File: src/rtl/prioritized_pkg.sv
// Shared constants and helpers for the prioritized input stage and its word selector.
package prioritized_pkg;

  localparam int DATA_WIDTH_DEFAULT = 8;
  localparam int NUM_INPUTS_DEFAULT = 4;
  localparam int AGE_LIMIT_DEFAULT  = 15;

  // A single-input stage still carries a one-bit index.
  function automatic int index_width(input int n);
    return (n > 1) ? $clog2(n) : 1;
  endfunction

endpackage

File: src/rtl/prioritized_demux.sv
// One-hot word selector: returns the word whose select bit is set, zero when none is.
module prioritized_demux
  import prioritized_pkg::*;
#(
  parameter int data_width       = DATA_WIDTH_DEFAULT,
  parameter int number_of_inputs = NUM_INPUTS_DEFAULT
) (
  input  logic [data_width-1:0]       in_data [number_of_inputs],
  input  logic [number_of_inputs-1:0] sel,
  output logic [data_width-1:0]       out_data
);

  always_comb begin
    out_data = '0;
    for (int i = 0; i < number_of_inputs; i++) begin
      if (sel[i]) out_data = out_data | in_data[i];
    end
  end

endmodule

File: src/rtl/prioritized_input_stage.sv
// Per-input one-entry slots feeding a fixed-priority, registered output (index 0 wins).
// Define PRIORITIZED_AGING_EN to promote slots that have waited age_limit cycles.
//
// Handshakes: a transfer happens on a rising edge where valid && ready; ready never
// depends on valid, and a valid output word stays stable until ready accepts it.
module prioritized_input_stage
  import prioritized_pkg::*;
#(
  parameter int data_width       = DATA_WIDTH_DEFAULT,
  parameter int number_of_inputs = NUM_INPUTS_DEFAULT,
  parameter int age_limit        = AGE_LIMIT_DEFAULT
) (
  input  logic                                        clk,
  input  logic                                        rst,
  input  logic [data_width-1:0]                       in_data [number_of_inputs],
  input  logic [number_of_inputs-1:0]                 in_valid,
  output logic [number_of_inputs-1:0]                 in_ready,
  output logic [data_width-1:0]                       out_data,
  output logic [index_width(number_of_inputs)-1:0]    out_index,
  output logic                                        out_valid,
  input  logic                                        out_ready
);

  localparam int N  = number_of_inputs;
  localparam int IW = index_width(number_of_inputs);

  logic [N-1:0]            full_q, full_d;
  logic [data_width-1:0]   word_q [N];
  logic [data_width-1:0]   word_d [N];
  logic [data_width-1:0]   out_data_q, out_data_d;
  logic [IW-1:0]           out_index_q, out_index_d;
  logic                    out_valid_q, out_valid_d;
  logic [N-1:0]            candidates, grant, transfer;
  logic [data_width-1:0]   sel_word;
  logic                    load;

  function automatic logic [N-1:0] pick_lowest(input logic [N-1:0] req);
    logic [N-1:0] onehot;
    onehot = '0;
    for (int i = N - 1; i >= 0; i--) begin
      if (req[i]) begin
        onehot    = '0;
        onehot[i] = 1'b1;
      end
    end
    return onehot;
  endfunction

  function automatic logic [IW-1:0] encode(input logic [N-1:0] onehot);
    logic [IW-1:0] idx;
    idx = '0;
    for (int i = 0; i < N; i++) begin
      if (onehot[i]) idx = IW'(i);
    end
    return idx;
  endfunction

`ifdef PRIORITIZED_AGING_EN
  localparam int            AW      = $clog2(age_limit + 1);
  localparam logic [AW-1:0] AGE_MAX = AW'(age_limit);

  logic [AW-1:0] age_q [N];
  logic [AW-1:0] age_d [N];
  logic [N-1:0]  aged;

  // Aged slots form their own priority tier above the plain full slots.
  always_comb begin
    for (int i = 0; i < N; i++) begin
      aged[i]  = full_q[i] && (age_q[i] == AGE_MAX);
      age_d[i] = (!full_q[i] || grant[i]) ? '0 :
                 (aged[i] ? age_q[i] : age_q[i] + AW'(1));
    end
    candidates = (|aged) ? aged : full_q;
  end

  always_ff @(posedge clk) begin
    if (rst) begin
      for (int i = 0; i < N; i++) age_q[i] <= '0;
    end else begin
      for (int i = 0; i < N; i++) age_q[i] <= age_d[i];
    end
  end
`else
  always_comb candidates = full_q;
`endif

  // Ready reaches back to out_ready through grant so a slot can drain and refill each cycle.
  always_comb begin
    load     = !out_valid_q || out_ready;
    grant    = load ? pick_lowest(candidates) : '0;
    in_ready = ~full_q | grant;
  end

  prioritized_demux #(
    .data_width      (data_width),
    .number_of_inputs(N)
  ) u_demux (
    .in_data (word_q),
    .sel     (grant),
    .out_data(sel_word)
  );

  always_comb begin
    for (int i = 0; i < N; i++) begin
      transfer[i] = in_valid[i] && in_ready[i];
      full_d[i]   = (full_q[i] && !grant[i]) || transfer[i];
      word_d[i]   = transfer[i] ? in_data[i] : word_q[i];
    end
    out_data_d  = out_data_q;
    out_index_d = out_index_q;
    out_valid_d = out_valid_q;
    if (load) begin
      out_valid_d = |grant;
      if (|grant) begin
        out_data_d  = sel_word;
        out_index_d = encode(grant);
      end
    end
  end

  always_ff @(posedge clk) begin
    if (rst) begin
      full_q      <= '0;
      out_data_q  <= '0;
      out_index_q <= '0;
      out_valid_q <= 1'b0;
      for (int i = 0; i < N; i++) word_q[i] <= '0;
    end else begin
      full_q      <= full_d;
      out_data_q  <= out_data_d;
      out_index_q <= out_index_d;
      out_valid_q <= out_valid_d;
      for (int i = 0; i < N; i++) word_q[i] <= word_d[i];
    end
  end

  assign out_data  = out_data_q;
  assign out_index = out_index_q;
  assign out_valid = out_valid_q;

endmodule

File: config.mk
export PLATFORM = sky130hd
export DESIGN_NAME = prioritized_input_stage
export DESIGN_NICKNAME = d
export VERILOG_FILES = /design/src/rtl/prioritized_pkg.sv /design/src/rtl/prioritized_demux.sv /design/src/rtl/prioritized_input_stage.sv
export SDC_FILE = /design/constraint.sdc
export NUM_CORES = 1
export LEC_CHECK = 0
export ABC_AREA = 1
export BUFFER_PORTS_ARGS = -buffer_cell sky130_fd_sc_hd__buf_2
export CORE_ASPECT_RATIO = 1.1
export CORE_MARGIN = 2
export CORE_UTILIZATION = 30
export DETAILED_ROUTE_END_ITERATION = 12
export PLACE_DENSITY = 0.58
export SLEW_MARGIN = 20
export SYNTH_ARGS = -nofsm -noshare
export SYNTH_HDL_FRONTEND = slang
export SYNTH_SLANG_ARGS = --single-unit
File: constraint.sdc
create_clock -name clk -period 1.72 [get_ports clk]
set_clock_uncertainty 0.1 [all_clocks]
set_input_delay 0.258 -clock clk [delete_from_list [all_inputs] [get_ports clk]]
set_output_delay 0.258 -clock clk [all_outputs]
set_load 0.01 [all_outputs]
==> results of run 1 <==
## power groups by stage
stage / Clock [uW] / Sequential [uW] / Combinational [uW]
final: 844 / 1250 / 451
after global routing: 900 / 1260 / 514
after CTS: 854 / 1250 / 449
after detailed placement: 0 / 1280 / 441
after global placement: 0 / 1270 / 434
after floorplan: 0 / 1270 / 277
## per-layer routing
layer | part of all wire | vias up
met3 | 0.042 | 6
met1 | 0.49 | 848
li1 | - | 1039
met2 | 0.45 | 39
met4 | 0.018 | 0
met5 | 0 | -
## synth_stat cells
cell      count
nor2_2        1
inv_2         1
nand2_2       5
nor2_4        4
nand2_4       4
clkinv_4      2
nand2_1      11
nand3_2       3
dfxtp_1      47
nand4_1      16
nor2_1       81
clkinv_2      1
nand3_1      24
and2_1        1
clkbuf_1      7
a21oi_1       6
o21ai_2       1
inv_1        20
buf_6         1
o21ai_0      41
## layout by cell type, fill, tap and decap left out
master      n
a21oi_1     6
and2_1      1
buf_2      53
buf_4      10
bufinv_16   1
clkbuf_8    6
clkinv_2    2
clkinv_4    2
dfxtp_1    44
dfxtp_2     2
dfxtp_4     1
inv_1      20
inv_2       1
nand2_1    11
nand2_2     4
nand2_4     5
nand3_1    24
nand3_2     3
nand4_1    16
nor2_1     81
nor2_2      1
nor2_4      4
o21ai_0    41
o21ai_2     1
## final cells by class
| type | count | area share |
|---|---|---|
| tap | 82 | 0.0397 |
| sequential | 47 | 0.366 |
| timing repair buffer | 63 | 0.132 |
| clock inverter | 2 | 0.0135 |
| inverter | 24 | 0.0392 |
| clock buffer | 6 | 0.0319 |
| multi-input combinational | 198 | 0.378 |
## per-stage QoR
step | worst slack (ns) | cells | power, uW
5_1_grt | 0.000674 | 422 | 2680
6_report | 0.102 | 422 | 2550
2_1_floorplan | 0.327 | 277 | 1550
3_3_place_gp | 0.114 | 410 | 1710
4_1_cts | -0.0128 | 420 | 2560
3_5_place_dp | 0.0965 | 410 | 1720
## cells by family after synthesis
logic type | after synthesis | share of synthesized area
AO/OA/AOI/OAI | 48 | 0.119
flip-flops | 47 | 0.458
AND/OR/NAND/NOR | 150 | 0.355
buffers and inverters | 32 | 0.0676
## final timing paths
path,slack [ns],to,startpoint,depth (start not counted)
setup reg to reg,0.20,word_q[22]$_SDFFE_PP0P_,candidates[1]$_SDFF_PP0_,8
setup / recovery,0.10,in_ready[2],out_valid$_SDFFE_PP0P_,4
hold reg to reg,0.37,out_index[0]$_SDFFE_PP0P_,out_index[0]$_SDFFE_PP0P_,2
hold / removal,0.09,word_q[1]$_SDFFE_PP0P_,in_data[1],3
## registers in the layout, indices dropped and copies added, names as in the netlist
signal and flops:
out_index 2, out_valid 1, word_q 32, candidates 4, out_data 8
## what timing repair did
item,CTS,global route
endpoints found under the hold margin,0,0
buffers inserted,2,2
endpoints found under the setup margin,3,2
gates resized for setup,3,2
pin swaps,2,2
## critical path, cell delays in order, from the launching register on
cell	delay [ns]
dfxtp_1	0.34
nand2_4	0.18
nand3_2	0.15
nand2_2	0.13
buf_2	0.14
==> impl_metrics.csv, run 1 <==
group,metric,value,unit
status,status,"complete, no violations",
clock_tree,cts_tree,"built",
power,irDropWorstVdd,358,uV
logic_synthesis,yosysSeqAreaShare,0.458,
placement,portBuffers,53,
global_route,grt_usage,0.132,
power,leakagePower,0.00122,uW
timing,whs,0.0950,ns
power,internal_power,1840,uW
cells_and_area,n_fill_cell,736,
power,seqPwrFrac,0.491,
logic_synthesis,synth_top_area_frac,0.458,
cells_and_area,final-seq-area,947,um2
logic_synthesis,syn_avg_cell_area,7.41,um2
hold_path,worstHoldPathType,"input pin to flop",
logic_synthesis,ys_types,20,
power,clockPowerShare,0.331,
clock_tree,htreeDepth,2,
clock_tree,ctsHoldBuffers,0,
power,switchingPower,705,uW
clock_tree,cts_buffers,5,
clock_tree,cts_buffer_depth,2,
global_route,grt_pass1_wl,8000,um
global_route,overflow,0,
placement,gp_congestion,0.806,
critical_path,worst_ep_arrival_time,1.26,ns
logic_synthesis,synth_top_area_cell,"dfxtp_1",
routing,ant_nets,0,
logic_synthesis,syn_area,2050,um2
global_route,grt_use_met1,0.173,
routing,vias,1932,
cells_and_area,drive_gt1_frac,0.282,
floorplan,core-area,6590,um2
timing,fin_tns_setup,0,ns
routing,drc,0,
timing,relSlewSlack,0.840,
logic_synthesis,synthesis.nets,316,
floorplan,ios,54,
cells_and_area,final_util,0.392,
run,cap_violations,0,
floorplan,die_w,82.9,um
cells_and_area,fin_area,2590,um2
timing,max_freq,618,MHz
timing,rsz0062_at_grt,"false",
critical_path,crit_path_start_kind,"flop",
timing,setup_violations,0,
cells_and_area,fin_nets,378,
global_route,top_usage_layer,"met2",
clock_tree,insertion_delay,0.31,ns
global_route,grt_use_met3,0.0329,
logic_synthesis,synthCells,277,
critical_path,critPathRequiredTime,1.36,ns
floorplan,start_util,0.311,
global_route,grtUsageMet2,0.206,
critical_path,crit_fanout,17,
cells_and_area,diodes,0,
floorplan,rows,31,
timing,slew_viol_final,0,
timing,hold_viol,0,
cells_and_area,area_growth,26.0,%
clock_tree,clkTransAtPathRegs,0.09,ns
logic_synthesis,ys_warn_count,0,
power,p_comb_frac,0.177,
routing,first_pass_iters,4,
global_route,antenna_found_initial,0,
timing,min_period,1.62,ns
clock_tree,cts_root_buf,"clkbuf_8",
power,p_per_area,984,nW/um2
global_route,grt_max_degree,25,
placement,hpwl,3810,um
timing,fin_crit_sh,0.941,
routing,routed_wl,4960,um
floorplan,die_height,90.8,um
logic_synthesis,synth_area_leaders,"dfxtp_1 46%, nor2_1 15%, o21ai_0 10%, nand3_1 5.9%, nand4_1 4.9%",
logic_synthesis,ys_ff_latch,47,
routing,drt_iter0_drc,134,
routing,via_per_inst,4.58,
cells_and_area,multiInputGateArea,978,um2
routing,wl_per_cell,11.8,um
floorplan,dieArea,7520,um2
critical_path,endpoint_kind,"output port",
timing,max_slew.worst_pin.slew,0.237,ns
global_route,grt_pass1_vias,1779,
power,swShare,0.277,
clock_tree,cts.sinks,47,
critical_path,criticalPathCategory,"flop to output port",
placement,dpl-instance-area,2430,um2
No activity file was read; power rests on OpenSTA's default activity.
==> run 2, diff against run 1 <==
--- a/config.mk
+++ b/config.mk
@@ -12,6 +12,7 @@
 export CORE_UTILIZATION = 30
 export DETAILED_ROUTE_END_ITERATION = 12
 export PLACE_DENSITY = 0.58
+export RECOVER_POWER = 100
 export SLEW_MARGIN = 20
 export SYNTH_ARGS = -nofsm -noshare
 export SYNTH_HDL_FRONTEND = slang
==> run 2 against run 1 <==
Compared with the run above:
- design area fell by 1.7%
- count of clock-buffer cells in the layout stayed put
- sequential power hardly changed
- flip-flop and latch count stayed put
- core utilization shrank 0.66 points
- routed wire length is 0.62% higher
- largest cell class unchanged
- highest routed layer unchanged
==> impl_metrics.csv, run 2 (synthesized netlist as in run 1, its figures left out) <==
group,metric,value,unit
floorplan,rows,31,
routing,first_pass_iters,4,
critical_path,endpoint_kind,"output port",
placement,gp_congestion,0.806,
placement,hpwl,3810,um
timing,slew_viol_final,0,
cells_and_area,n_fill_cell,743,
timing,max_freq,620,MHz
routing,via_per_inst,4.58,
critical_path,crit_fanout,17,
cells_and_area,final-seq-area,947,um2
routing,drt_iter0_drc,119,
timing,hold_viol,0,
power,p_per_area,992,nW/um2
timing,min_period,1.61,ns
status,status,"complete, no violations",
clock_tree,cts_tree,"built",
timing,rsz0062_at_grt,"false",
floorplan,ios,54,
global_route,antenna_found_initial,0,
global_route,overflow,0,
critical_path,crit_path_start_kind,"flop",
routing,wl_per_cell,11.8,um
routing,vias,1932,
timing,fin_crit_sh,0.938,
floorplan,dieArea,7520,um2
power,leakagePower,0.00116,uW
timing,max_slew.worst_pin.slew,0.351,ns
floorplan,start_util,0.311,
floorplan,die_height,90.8,um
timing,fin_tns_setup,0,ns
routing,routed_wl,4990,um
floorplan,die_w,82.9,um
power,irDropWorstVdd,354,uV
cells_and_area,area_growth,23.9,%
routing,ant_nets,0,
cells_and_area,largest_register_ffs,32,
cells_and_area,multiInputGateArea,953,um2
cells_and_area,top_register,"word_q",
placement,portBuffers,53,
cells_and_area,final_common_cell,"nor2_1",
global_route,grt_usage,0.132,
clock_tree,cts.sinks,47,
hold_path,worstHoldPathType,"input pin to flop",
clock_tree,cts_buffer_depth,2,
global_route,grt_pass1_vias,1779,
clock_tree,htreeDepth,2,
clock_tree,cts_buffers,5,
timing,setup_violations,0,
clock_tree,cts_root_buf,"clkbuf_8",
global_route,grt_max_degree,25,
critical_path,critPathRequiredTime,1.36,ns
critical_path,worst_ep_arrival_time,1.26,ns
clock_tree,ctsHoldBuffers,0,
global_route,grt_pass1_wl,8000,um
cells_and_area,final_util,0.386,
timing,relSlewSlack,0.766,
run,cap_violations,0,
cells_and_area,drive_gt1_frac,0.241,
cells_and_area,fin_nets,378,
routing,drc,0,
cells_and_area,diodes,0,
critical_path,criticalPathCategory,"flop to output port",
clock_tree,insertion_delay,0.31,ns
floorplan,core-area,6590,um2
cells_and_area,final_cell_mix,"81 x nor2_1, 44 x dfxtp_1, 42 x buf_2",
clock_tree,clkTransAtPathRegs,0.09,ns
-- run 2: power by group --
part	total (uW)	switching, uW	internal [uW]
registers	1250	63.9	1190
clock network	840	370	470
logic	431	262	169
-- run 2: cell type report --
type / count / share of cell area
timing repair buffer: 63 / 0.128
clock inverter: 2 / 0.0138
inverter: 24 / 0.0379
multi-input combinational: 198 / 0.375
sequential: 47 / 0.372
tap: 82 / 0.0403
clock buffer: 6 / 0.0325
-- run 2: metal layers --
layer  wire [um]  GRT usage
met5           0          0
met2        2240      0.206
met3         226     0.0329
met1        2430      0.173
met4          92     0.0533
-- run 2: path summary, 6_finish.rpt --
kind | slack (ns) | depth (start not counted) | from | to
max reg2reg | 0.17 | 7 | out_valid$_SDFFE_PP0P_ | word_q[15]$_SDFFE_PP0P_
max | 0.11 | 4 | out_valid$_SDFFE_PP0P_ | in_ready[2]
min reg2reg | 0.38 | 2 | out_index[0]$_SDFFE_PP0P_ | out_index[0]$_SDFFE_PP0P_
min | 0.09 | 3 | in_valid[0] | candidates[0]$_SDFF_PP0_
-- run 2: per-stage QoR --
stage / total power, uW / instances / hold WS, ns / setup slack, ns / instance area, um2
6_report: 2520 / 422 / 0.0933 / 0.107 / 2540
5_1_grt: 2660 / 422 / 0.0979 / 0.000674 / 2540
4_1_cts: 2560 / 420 / 0.0931 / -0.0128 / 2570
3_5_place_dp: 1720 / 410 / 0.360 / 0.0965 / 2430
3_3_place_gp: 1710 / 410 / 0.361 / 0.114 / 2430
2_1_floorplan: 1550 / 277 / 0.227 / 0.327 / 2050
-- run 2: timing repair --
item                       CTS  global route
buffers inserted             2             2
pin swaps                    2             2
setup endpoints to repair    3             2
gates resized for setup      3             2
-- run 2: worst max-delay path: stages, from the launching register on --
cell     delay, ns
dfxtp_1       0.34
nand2_4       0.18
nand3_2       0.15
nand2_2       0.13
buf_2         0.15
==> run 3, diff against run 2 <==
--- a/config.mk
+++ b/config.mk
@@ -7,7 +7,7 @@
 export LEC_CHECK = 0
 export ABC_AREA = 1
 export BUFFER_PORTS_ARGS = -buffer_cell sky130_fd_sc_hd__buf_2
-export CORE_ASPECT_RATIO = 1.1
+export CORE_ASPECT_RATIO = 0.7
 export CORE_MARGIN = 2
 export CORE_UTILIZATION = 30
 export DETAILED_ROUTE_END_ITERATION = 12
==> run 3 against run 2 <==
Compared with the run above:
- first-iteration DRC count grew 23%
- worst setup slack got worse by 0.031 ns
- count of clock-buffer cells in the layout unchanged
- global-route usage increased by 2.1 points
- flip-flop and latch count unchanged
- critical path depth is 1 higher
- power is 5.0% lower
- final cell count is 3.3% higher
- worst hold slack better by 0.018 ns
- sequential share of layout area shrank 0.74 points
- non-clock buffer count is 3 higher
- combinational power increased by 8.6%
- largest power group unchanged
- highest routed layer unchanged
==> impl_metrics.csv, run 3 (synthesized netlist as in run 1, its figures left out) <==
group,metric,value,unit
clock_tree,cts_root_buf,"clkbuf_8",
global_route,grt_usage,0.153,
timing,min_period,1.64,ns
global_route,overflow,0,
floorplan,rows,25,
cells_and_area,multiInputGateArea,978,um2
routing,via_per_inst,4.49,
clock_tree,insertion_delay,0.30,ns
timing,rsz0062_at_grt,"true",
floorplan,core-area,6690,um2
routing,first_pass_iters,4,
timing,worst_slack,0.0756,ns
critical_path,worst_ep_arrival_time,1.29,ns
power,p_per_area,924,nW/um2
critical_path,cp-startpoint,"candidates[1]$_SDFF_PP0_",
placement,hpwl,4190,um
critical_path,crit_slowest_cell,"dfxtp_4",
floorplan,start_util,0.307,
critical_path,rrSetupSlack,0.29,ns
critical_path,crit_family,"flip-flops",
global_route,antenna_found_initial,0,
cells_and_area,top_register,"word_q",
critical_path,critPathRequiredTime,1.36,ns
routing,drt_iter0_drc,146,
timing,max_slew.worst_pin.slew,0.234,ns
critical_path,criticalPathCategory,"flop to output port",
routing,routed_wl,5430,um
global_route,grt_pass1_vias,1763,
power,power,2400,uW
routing,wl_met3,355,um
cells_and_area,fin_nets,381,
hold_path,hp-start,"in_data[19]",
critical_path,endpoint_kind,"output port",
power,leakagePower,0.00122,uW
critical_path,crit_fanout,10,
cells_and_area,final_cell_mix,"81 x nor2_1, 53 x buf_2, 44 x dfxtp_1",
clock_tree,cts_buffers,5,
status,status,"complete, no violations",
routing,vias,1959,
placement,dpl-instance-area,2440,um2
routing,ant_nets,0,
floorplan,die_height,73.2,um
timing,hold_viol,0,
cells_and_area,final-seq-area,947,um2
cells_and_area,diodes,0,
clock_tree,cts_buffer_depth,2,
hold_path,worstHoldPathType,"input pin to flop",
clock_tree,cts_tree,"built",
timing,slew_viol_final,0,
routing,wl_met1,3080,um
placement,place_ws,0.107,ns
global_route,grt_pass1_wl,8670,um
clock_tree,ctsHoldBuffers,0,
critical_path,max_stage_delay,0.39,ns
critical_path,crit_path_start_kind,"flop",
cells_and_area,largest_register_ffs,32,
floorplan,die_w,103,um
cells_and_area,n_fill_cell,770,
critical_path,path_cells,"inv_2 -> nor2_4 -> nand2_1 -> nand2_2 -> buf_2",
placement,gp_congestion,0.790,
floorplan,dieArea,7530,um2
timing,fin_crit_sh,0.956,
global_route,grt_max_degree,26,
clock_tree,cts.sinks,47,
cells_and_area,fin_area,2590,um2
clock_tree,htreeDepth,2,
timing,max_freq,608,MHz
timing,whs,0.111,ns
routing,wl_per_cell,12.5,um
timing,relSlewSlack,0.844,
clock_tree,clkTransAtPathRegs,0.08,ns
routing,wl_met2,1930,um
run,cap_violations,0,
routing,top_layer,"met4",
cells_and_area,drive_gt1_frac,0.287,
timing,setup_violations,0,
critical_path,reg2reg_from,"candidates[0]$_SDFF_PP0_",
placement,portBuffers,53,
power,irDropWorstVdd,316,uV
critical_path,cp_num_buf_inv,2,
cells_and_area,final_common_cell,"nor2_1",
cells_and_area,area_growth,26.4,%
floorplan,ios,54,
routing,drc,0,
-- run 3: changes by cell type in the layout (fill, tap and decap cells not counted), moves of 2 or more --
| cell | previous run | this run |
|---|---|---|
| buf_4 | 10 | 13 |
| clkbuf_1 | 11 | 0 |
| nand2_4 | 3 | 5 |
| nand2_1 | 13 | 11 |
| buf_2 | 42 | 53 |
-- run 3: what timing repair did --
item / in CTS / in global routing
setup buffers: 3 / 4
pin swaps: 3 / 1
gates resized for setup: 3 / 2
setup endpoints to repair: 3 / 3
endpoints found under the hold margin: 0 / 0
-- run 3: worst min-delay path, delay by kind of cell --
kind | cells | cell delay, ns
AND/OR/NAND/NOR | 1 | 0.07
buffers and inverters | 1 | 0.07
AO/OA/AOI/OAI | 1 | 0.07
-- run 3: routing by layer --
metal / vias to the layer above / global-route usage
met5: - / 0
met4: 0 / 0.0468
met3: 6 / 0.0364
met2: 66 / 0.188
met1: 840 / 0.250
li1: 1047 / -
-- run 3: worst paths after layout --
check             depth (start not counted)                         to
setup / recovery                          5                in_ready[1]
hold / removal                            3    word_q[19]$_SDFFE_PP0P_
setup reg to reg                          5   out_data[2]$_SDFFE_PP0P_
hold reg to reg                           2  out_index[0]$_SDFFE_PP0P_
-- run 3: area by class of cell --
class / instances / share of cell area
inverters: 24 / 0.0391
flip-flops and latches: 47 / 0.365
clock inverters: 1 / 0.00193
repair buffers: 66 / 0.140
well taps: 94 / 0.0453
clock buffers: 6 / 0.0318
multi-input cells: 198 / 0.377
-- run 3: power by group --
group          internal, uW  total (uW)  switching (uW)
Sequential             1190        1260            67.3
Combinational           188         468             279
Clock                   316         675             358
-- run 3: through the flow --
| step | utilization | setup TNS [ns] | std cells |
|---|---|---|---|
| after floorplan | - | 0 | 277 |
| after global placement | 0.365 | 0 | 422 |
| after detailed placement | 0.365 | 0 | 422 |
| after CTS | 0.383 | 0 | 432 |
| after global routing | 0.388 | -0.0149 | 436 |
| final | 0.388 | 0 | 436 |
